## config.mk

```make
export PLATFORM = sky130hd
export DESIGN_NAME = uart_packet_tx_flat
export DESIGN_NICKNAME = d
export VERILOG_FILES = /design/src/rtl/uart_packet_tx_if.sv /design/src/rtl/uart_packet_tx.sv /design/src/flat_wrapper.sv
export SDC_FILE = /design/constraint.sdc
export NUM_CORES = 1
export LEC_CHECK = 0
export ABC_AREA = 1
export CAP_MARGIN = 20
export CORE_MARGIN = 3
export CORE_UTILIZATION = 25
export CTS_CLUSTER_DIAMETER = 200
export CTS_CLUSTER_SIZE = 10
export DETAILED_ROUTE_END_ITERATION = 12
export GPL_TIMING_DRIVEN = 0
export HOLD_SLACK_MARGIN = 0.1
export SYNTH_ARGS = -nofsm -noshare
export SYNTH_HDL_FRONTEND = slang
export SYNTH_SLANG_ARGS = --single-unit
```

## constraint.sdc

```tcl
create_clock -name ipClk -period 3.92 [get_ports ipClk]
set_input_delay 0.588 -clock ipClk [delete_from_list [all_inputs] [get_ports ipClk]]
set_output_delay 0.588 -clock ipClk [all_outputs]
set_load 0.02 [all_outputs]
```

## src/rtl/uart_packet_tx_if.sv

```systemverilog
// uart_packet_tx_if: packet stream in, UART byte handshake out, and status pulses.
//  master: packet source / UART side (drives the stream fields and ipUartBusy)
//  slave : uart_packet_tx (drives opUartData, opUartSend, opTxReady, opFull, opOverflow, opFrameError)
interface uart_packet_tx_if;
   logic [7:0] Source;
   logic [7:0] Destination;
   logic [7:0] Length;
   logic [7:0] Data;
   logic       SoP;
   logic       EoP;
   logic       Valid;
   logic       ipUartBusy;
   logic [7:0] opUartData;
   logic       opUartSend;
   logic       opTxReady;
   logic       opFull;
   logic       opOverflow;
   logic       opFrameError;
   modport master (
      output Source, Destination, Length, Data, SoP, EoP, Valid, ipUartBusy,
      input  opUartData, opUartSend, opTxReady, opFull, opOverflow, opFrameError
   );
   modport slave (
      input  Source, Destination, Length, Data, SoP, EoP, Valid, ipUartBusy,
      output opUartData, opUartSend, opTxReady, opFull, opOverflow, opFrameError
   );
endinterface

```

## src/rtl/uart_packet_tx.sv

```systemverilog
// uart_packet_tx: serialises packets into SYNC/DST/SRC/LEN/payload bytes for a UART transmitter.
//  ipClk : system clock, posedge
//  reset : synchronous active-high reset
//  bus   : uart_packet_tx_if.slave (packet stream in, UART data/send strobe, per-byte ack, status pulses)
module uart_packet_tx #(
   parameter logic [7:0] SYNC_BYTE  = 8'h55,
   parameter int         FIFO_DEPTH = 8
) (
   input logic             ipClk,
   input logic             reset,
   uart_packet_tx_if.slave bus
);
   localparam int AW = $clog2(FIFO_DEPTH);
   typedef enum logic [2:0] {IDLE, SYNC, DEST, SRC, LEN, DATA} state_t;
   state_t      state_q;
   logic [7:0]  mem_q [FIFO_DEPTH];
   logic [AW:0] wp_q, rp_q;
   logic [7:0]  dst_q, src_q, len_q, rem_q, data_q;
   logic        send_q, rdy_q, ovf_q, ferr_q;
   logic        empty, full, send_ok, pop, push, sop;
   assign empty   = wp_q == rp_q;
   assign full    = (wp_q ^ rp_q) == {1'b1, {AW{1'b0}}};
   // send_q in the guard term covers the UART's one-cycle busy latency
   assign send_ok = !bus.ipUartBusy && !send_q;
   assign pop     = state_q == DATA && !empty && send_ok;
   // a same-cycle pop frees a slot, so a push into a full FIFO is legal then
   assign push    = bus.Valid && (!full || pop);
   assign sop     = bus.Valid && bus.SoP;
   always_ff @(posedge ipClk)
      if (push) mem_q[wp_q[AW-1:0]] <= bus.Data;
   always_ff @(posedge ipClk) begin
      if (reset) begin
         state_q <= IDLE;
         wp_q    <= '0;
         rp_q    <= '0;
         dst_q   <= '0;
         src_q   <= '0;
         len_q   <= '0;
         rem_q   <= '0;
         data_q  <= '0;
         send_q  <= 1'b0;
         rdy_q   <= 1'b0;
         ovf_q   <= 1'b0;
         ferr_q  <= 1'b0;
      end else begin
         send_q <= 1'b0;
         rdy_q  <= pop;
         ovf_q  <= bus.Valid && !push;
         ferr_q <= sop && state_q != IDLE;
         if (push) wp_q <= wp_q + 1'b1;
         if (pop) rp_q <= rp_q + 1'b1;
         case (state_q)
            IDLE: if (sop) begin
               dst_q   <= bus.Destination;
               src_q   <= bus.Source;
               len_q   <= bus.Length;
               rem_q   <= bus.Length;
               state_q <= SYNC;
            end
            SYNC, DEST, SRC, LEN: if (send_ok) begin
               send_q  <= 1'b1;
               data_q  <= state_q == SYNC ? SYNC_BYTE : state_q == DEST ? dst_q : state_q == SRC ? src_q : len_q;
               state_q <= state_q == SYNC ? DEST : state_q == DEST ? SRC : state_q == SRC ? LEN :
                          len_q == 8'd0 ? IDLE : DATA;
            end
            DATA: if (pop) begin
               send_q <= 1'b1;
               data_q <= mem_q[rp_q[AW-1:0]];
               rem_q  <= rem_q - 8'd1;
               if (rem_q == 8'd1) state_q <= IDLE;
            end
            default: state_q <= IDLE;
         endcase
      end
   end
   assign bus.opUartData   = data_q;
   assign bus.opUartSend   = send_q;
   assign bus.opTxReady    = rdy_q;
   assign bus.opFull       = full;
   assign bus.opOverflow   = ovf_q;
   assign bus.opFrameError = ferr_q;
endmodule
```

## src/flat_wrapper.sv

```systemverilog
// flat-port wrapper written by rule: the top's interface ports become plain ports
module uart_packet_tx_flat 
#(
   parameter logic [7:0] SYNC_BYTE  = 8'h55,
   parameter int         FIFO_DEPTH = 8
)
  (ipClk, reset, bus_Source, bus_Destination, bus_Length, bus_Data, bus_SoP, bus_EoP, bus_Valid, bus_ipUartBusy, bus_opUartData, bus_opUartSend, bus_opTxReady, bus_opFull, bus_opOverflow, bus_opFrameError);
  uart_packet_tx_if bus_i ();
  input logic ipClk;
  input logic reset;
  input wire logic [$bits(bus_i.Source)-1:0] bus_Source;
  input wire logic [$bits(bus_i.Destination)-1:0] bus_Destination;
  input wire logic [$bits(bus_i.Length)-1:0] bus_Length;
  input wire logic [$bits(bus_i.Data)-1:0] bus_Data;
  input wire logic [$bits(bus_i.SoP)-1:0] bus_SoP;
  input wire logic [$bits(bus_i.EoP)-1:0] bus_EoP;
  input wire logic [$bits(bus_i.Valid)-1:0] bus_Valid;
  input wire logic [$bits(bus_i.ipUartBusy)-1:0] bus_ipUartBusy;
  output wire logic [$bits(bus_i.opUartData)-1:0] bus_opUartData;
  output wire logic [$bits(bus_i.opUartSend)-1:0] bus_opUartSend;
  output wire logic [$bits(bus_i.opTxReady)-1:0] bus_opTxReady;
  output wire logic [$bits(bus_i.opFull)-1:0] bus_opFull;
  output wire logic [$bits(bus_i.opOverflow)-1:0] bus_opOverflow;
  output wire logic [$bits(bus_i.opFrameError)-1:0] bus_opFrameError;
  assign bus_i.Source = bus_Source;
  assign bus_i.Destination = bus_Destination;
  assign bus_i.Length = bus_Length;
  assign bus_i.Data = bus_Data;
  assign bus_i.SoP = bus_SoP;
  assign bus_i.EoP = bus_EoP;
  assign bus_i.Valid = bus_Valid;
  assign bus_i.ipUartBusy = bus_ipUartBusy;
  assign bus_opUartData = bus_i.opUartData;
  assign bus_opUartSend = bus_i.opUartSend;
  assign bus_opTxReady = bus_i.opTxReady;
  assign bus_opFull = bus_i.opFull;
  assign bus_opOverflow = bus_i.opOverflow;
  assign bus_opFrameError = bus_i.opFrameError;
  uart_packet_tx #(.SYNC_BYTE(SYNC_BYTE), .FIFO_DEPTH(FIFO_DEPTH)) u_core (.ipClk(ipClk), .reset(reset), .bus(bus_i));
endmodule
```

==> run summary <==
Via count of the first global-routing pass: 4,157
Port bufs: 48
Tightest slew margin relative to the limit: 40.2%
Overall die height: 151 um
DRC Markers: 0
Peak supply drop: 0.000307 V
Core Footprint: 0.0205 mm^2
Total count of hold-check failures in the final report: 0
ANT nets after route: 0
Setup repair after global routing missed its margin: no
Post-CTS Setup Bufs: 0
Final total negative setup slack: 0 ns
CTS H-tree lvls: 4
Initial antenna violation count: 0
Outcome: finished clean
Most frequent cells in the layout: sky130_fd_sc_hd__nor2_1 (141), sky130_fd_sc_hd__nand2_1 (91), sky130_fd_sc_hd__o21ai_0 (84)
Post-detail-place hpwl: 9.83 mm
Kind of end point of the critical path: primary output
Share of power burned in registers: 39.7%
DIE WIDTH: 151 um
Total via count after detailed routing: 4,287
Post-synth design cell area: 0.00529 mm^2
Synthesized instance count: 612
GR Util All Layers: 12.3%
Worst hold path class: reg2reg
Routed vias/inst: 4.45
Starting utilization of the core area: 25.8%
Arrival time worst endpoint: 2.06 ns
Average wire per cell in the routed design: 14.2 um
Deepest clock path buffer count: 2
Clock-pin slew on the worst setup and hold paths: 0.06 ns
Total overflow reported by the global router: 0
Max Slew Vio Count: 0
Net switching power: 0.00123 W
Min Tclk post-route: 2.65 ns
Library cell used as clock root buffer: sky130_fd_sc_hd__clkbuf_16
Number of storage elements in the synthesis netlist: 122
Count of cells resized by post-cts repair: 0
Number of nets in the synthesized netlist: 654
Mean post-synth cell area: 8.64 um^2
Detailed Routing Iterations Pass 1: 4
Die area: 0.0229 mm^2
Portion of total power attributed to combinational logic: 22.1%
First-pass GRT wire length: 21.8 mm
Clock latency of the later-clocked register in the worst-skew pair: 0.41 ns
Unique cell type count in the Yosys netlist: 28
Crit start category: flip-flop
Sum of routed wire length over all layers: 13.7 mm
Final Wtd Congestion: 0.825
Number of buffers inserted during clock tree synthesis: 17
Count of cells along the worst register-to-register path: 9
MaxCap Viol Count: 0
Worst EP required: 3.33 ns
Share of cells above drive strength 1: 6.64%
Fmax: 377 MHz
Synth Warn #: 0
Classification of the worst setup path: reg2out
Power, Total: 0.00401 W
I/O pin count: 51
Hold-fix buffers, CTS: 0
Maximum number of pins on one net before global-route repair: 17
Net switching share of the total power: 30.7%
Largest clock skew in the final design: 0.00650 ns
Commonest non-fill, non-tap cell in the layout: sky130_fd_sc_hd__nor2_1
Slew at the pin with the worst max-slew slack: 0.894 ns
Post-Place Setup Slack: 0.896 ns
Clock tree from TritonCTS: done
Hold Path Cell Cnt: 2
Total of endpoints with negative setup slack in the final report: 0
Sequential element share of the synthesized area: 58.3%
Synthesis-to-finish area growth: 26.7%
Pleak: 2.57 nW
Internal power summed over all cells: 0.00278 W
Number of clock sinks: 122
Number of design-rule violations left by the first detailed-router iteration: 430
Cell area power density: 598 mW/mm^2
Final Worst Setup Slack: 1.27 ns
Number of nets in the layout: 722
Core Rows: 52
Number of antenna cells inserted: 0
Period utilization: 67.7%
Top fanout value on the critical path: 6
Clock Power Share: 38.2%
[cell usage after synthesis (all sizes together)]
cell / count / area, um^2
edfxtp: 64 / 1920
xor2: 3 / 26.3
o21a: 2 / 15.0
dfxtp: 58 / 1160
a2bb2oi: 1 / 8.76
buf: 3 / 18.8
clkbuf: 20 / 75.1
nand4: 3 / 18.8
nor3: 5 / 25.0
clkinv: 2 / 7.51
o211ai: 8 / 60.1
nand2: 97 / 389
o22ai: 1 / 6.26
nor2: 142 / 549
and3: 1 / 6.26
inv: 45 / 169
a21oi: 22 / 110
o21bai: 4 / 30.0
o21ai: 87 / 435
ha: 4 / 50.1
nand3: 40 / 205
[per-layer routing]
| metal | global-route usage (%) | vias up | part of all wire [%] |
|---|---|---|---|
| met5 | 0 | - | 0 |
| met4 | 4.03 | 0 | 1.5 |
| met3 | 2.74 | 14 | 4.9 |
| li1 | - | 2185 | - |
| met2 | 19.8 | 98 | 46 |
| met1 | 16.5 | 1990 | 47 |
[stage by stage]
stage	hold WS, ns	cell area (um^2)	instances	util (%)
after floorplan	0.425	5290	612	-
after detailed placement	0.446	6110	931	29.8
after CTS	0.455	6700	963	32.7
after global routing	0.483	6700	963	32.7
after global placement	0.444	6110	930	29.8
final	0.454	6700	963	32.7
[final timing paths]
kind / startpoint / to / slack [ns]
max: u_core.wp_q[1] / bus_opFull / 1.27
min: u_core.src_q[5] / u_core.src_q[5] / 0.45
max reg2reg: u_core.state_q[0] / u_core.mem_q[6][7] / 1.34
min reg2reg: u_core.src_q[5] / u_core.src_q[5] / 0.45
[kinds of logic (layout without fill, tap and decap cells)]
kind of cell / count (synthesis) / after routing / share of synthesized area (%)
AO/OA/AOI/OAI: 125 / 125 / 12.6
XOR/XNOR: 3 / 3 / 0.497
adder cells (fa/ha/maj): 4 / 4 / 0.946
buffers and inverters: 70 / 151 / 5.11
flip-flops: 122 / 122 / 58.3
AND/OR/NAND/NOR: 288 / 288 / 22.6
[power by group through the flow]
| stage | combinational [W] | sequential [W] | clock (W) |
|---|---|---|---|
| after global placement | 0.000876 | 0.00162 | 0 |
| final | 0.000887 | 0.00159 | 0.00153 |
| after CTS | 0.000890 | 0.00159 | 0.00155 |
| after floorplan | 0.000537 | 0.00164 | 0 |
| after detailed placement | 0.000886 | 0.00162 | 0 |
| after global routing | 0.000998 | 0.00161 | 0.00161 |
[critical path: stages, from the launching register on]
cell and delay, ns:
sky130_fd_sc_hd__dfxtp_1 0.42, sky130_fd_sc_hd__inv_1 0.12, sky130_fd_sc_hd__nand2_1 0.07, sky130_fd_sc_hd__nand2_1 0.04, sky130_fd_sc_hd__nor2_1 0.18, sky130_fd_sc_hd__and3_1 0.21, sky130_fd_sc_hd__clkdlybuf4s50_1 0.61
[layout make-up]
class	instances	area (um^2)
multi-input combinational	420	1940
buffer	23	93.8
sequential	122	3080
clock inverter	13	145
inverter	47	176
clock buffer	19	443
fill	2128	13800
tap	270	338
timing repair buffer	49	485
[sequential cells by signal (all words and copies together), names as in the netlist, named ones only]
register	count
u_core.src_q	8
u_core.dst_q	8
u_core.rem_q	8
u_core.mem_q	64
u_core.bus.opFrameError	1
u_core.state_q	3
u_core.bus.opOverflow	1
u_core.bus.opUartSend	1
u_core.bus.opUartData	8
u_core.rp_q	4
u_core.bus.opTxReady	1
u_core.wp_q	4
u_core.len_q	8
No activity file was read; power rests on OpenSTA's default activity.
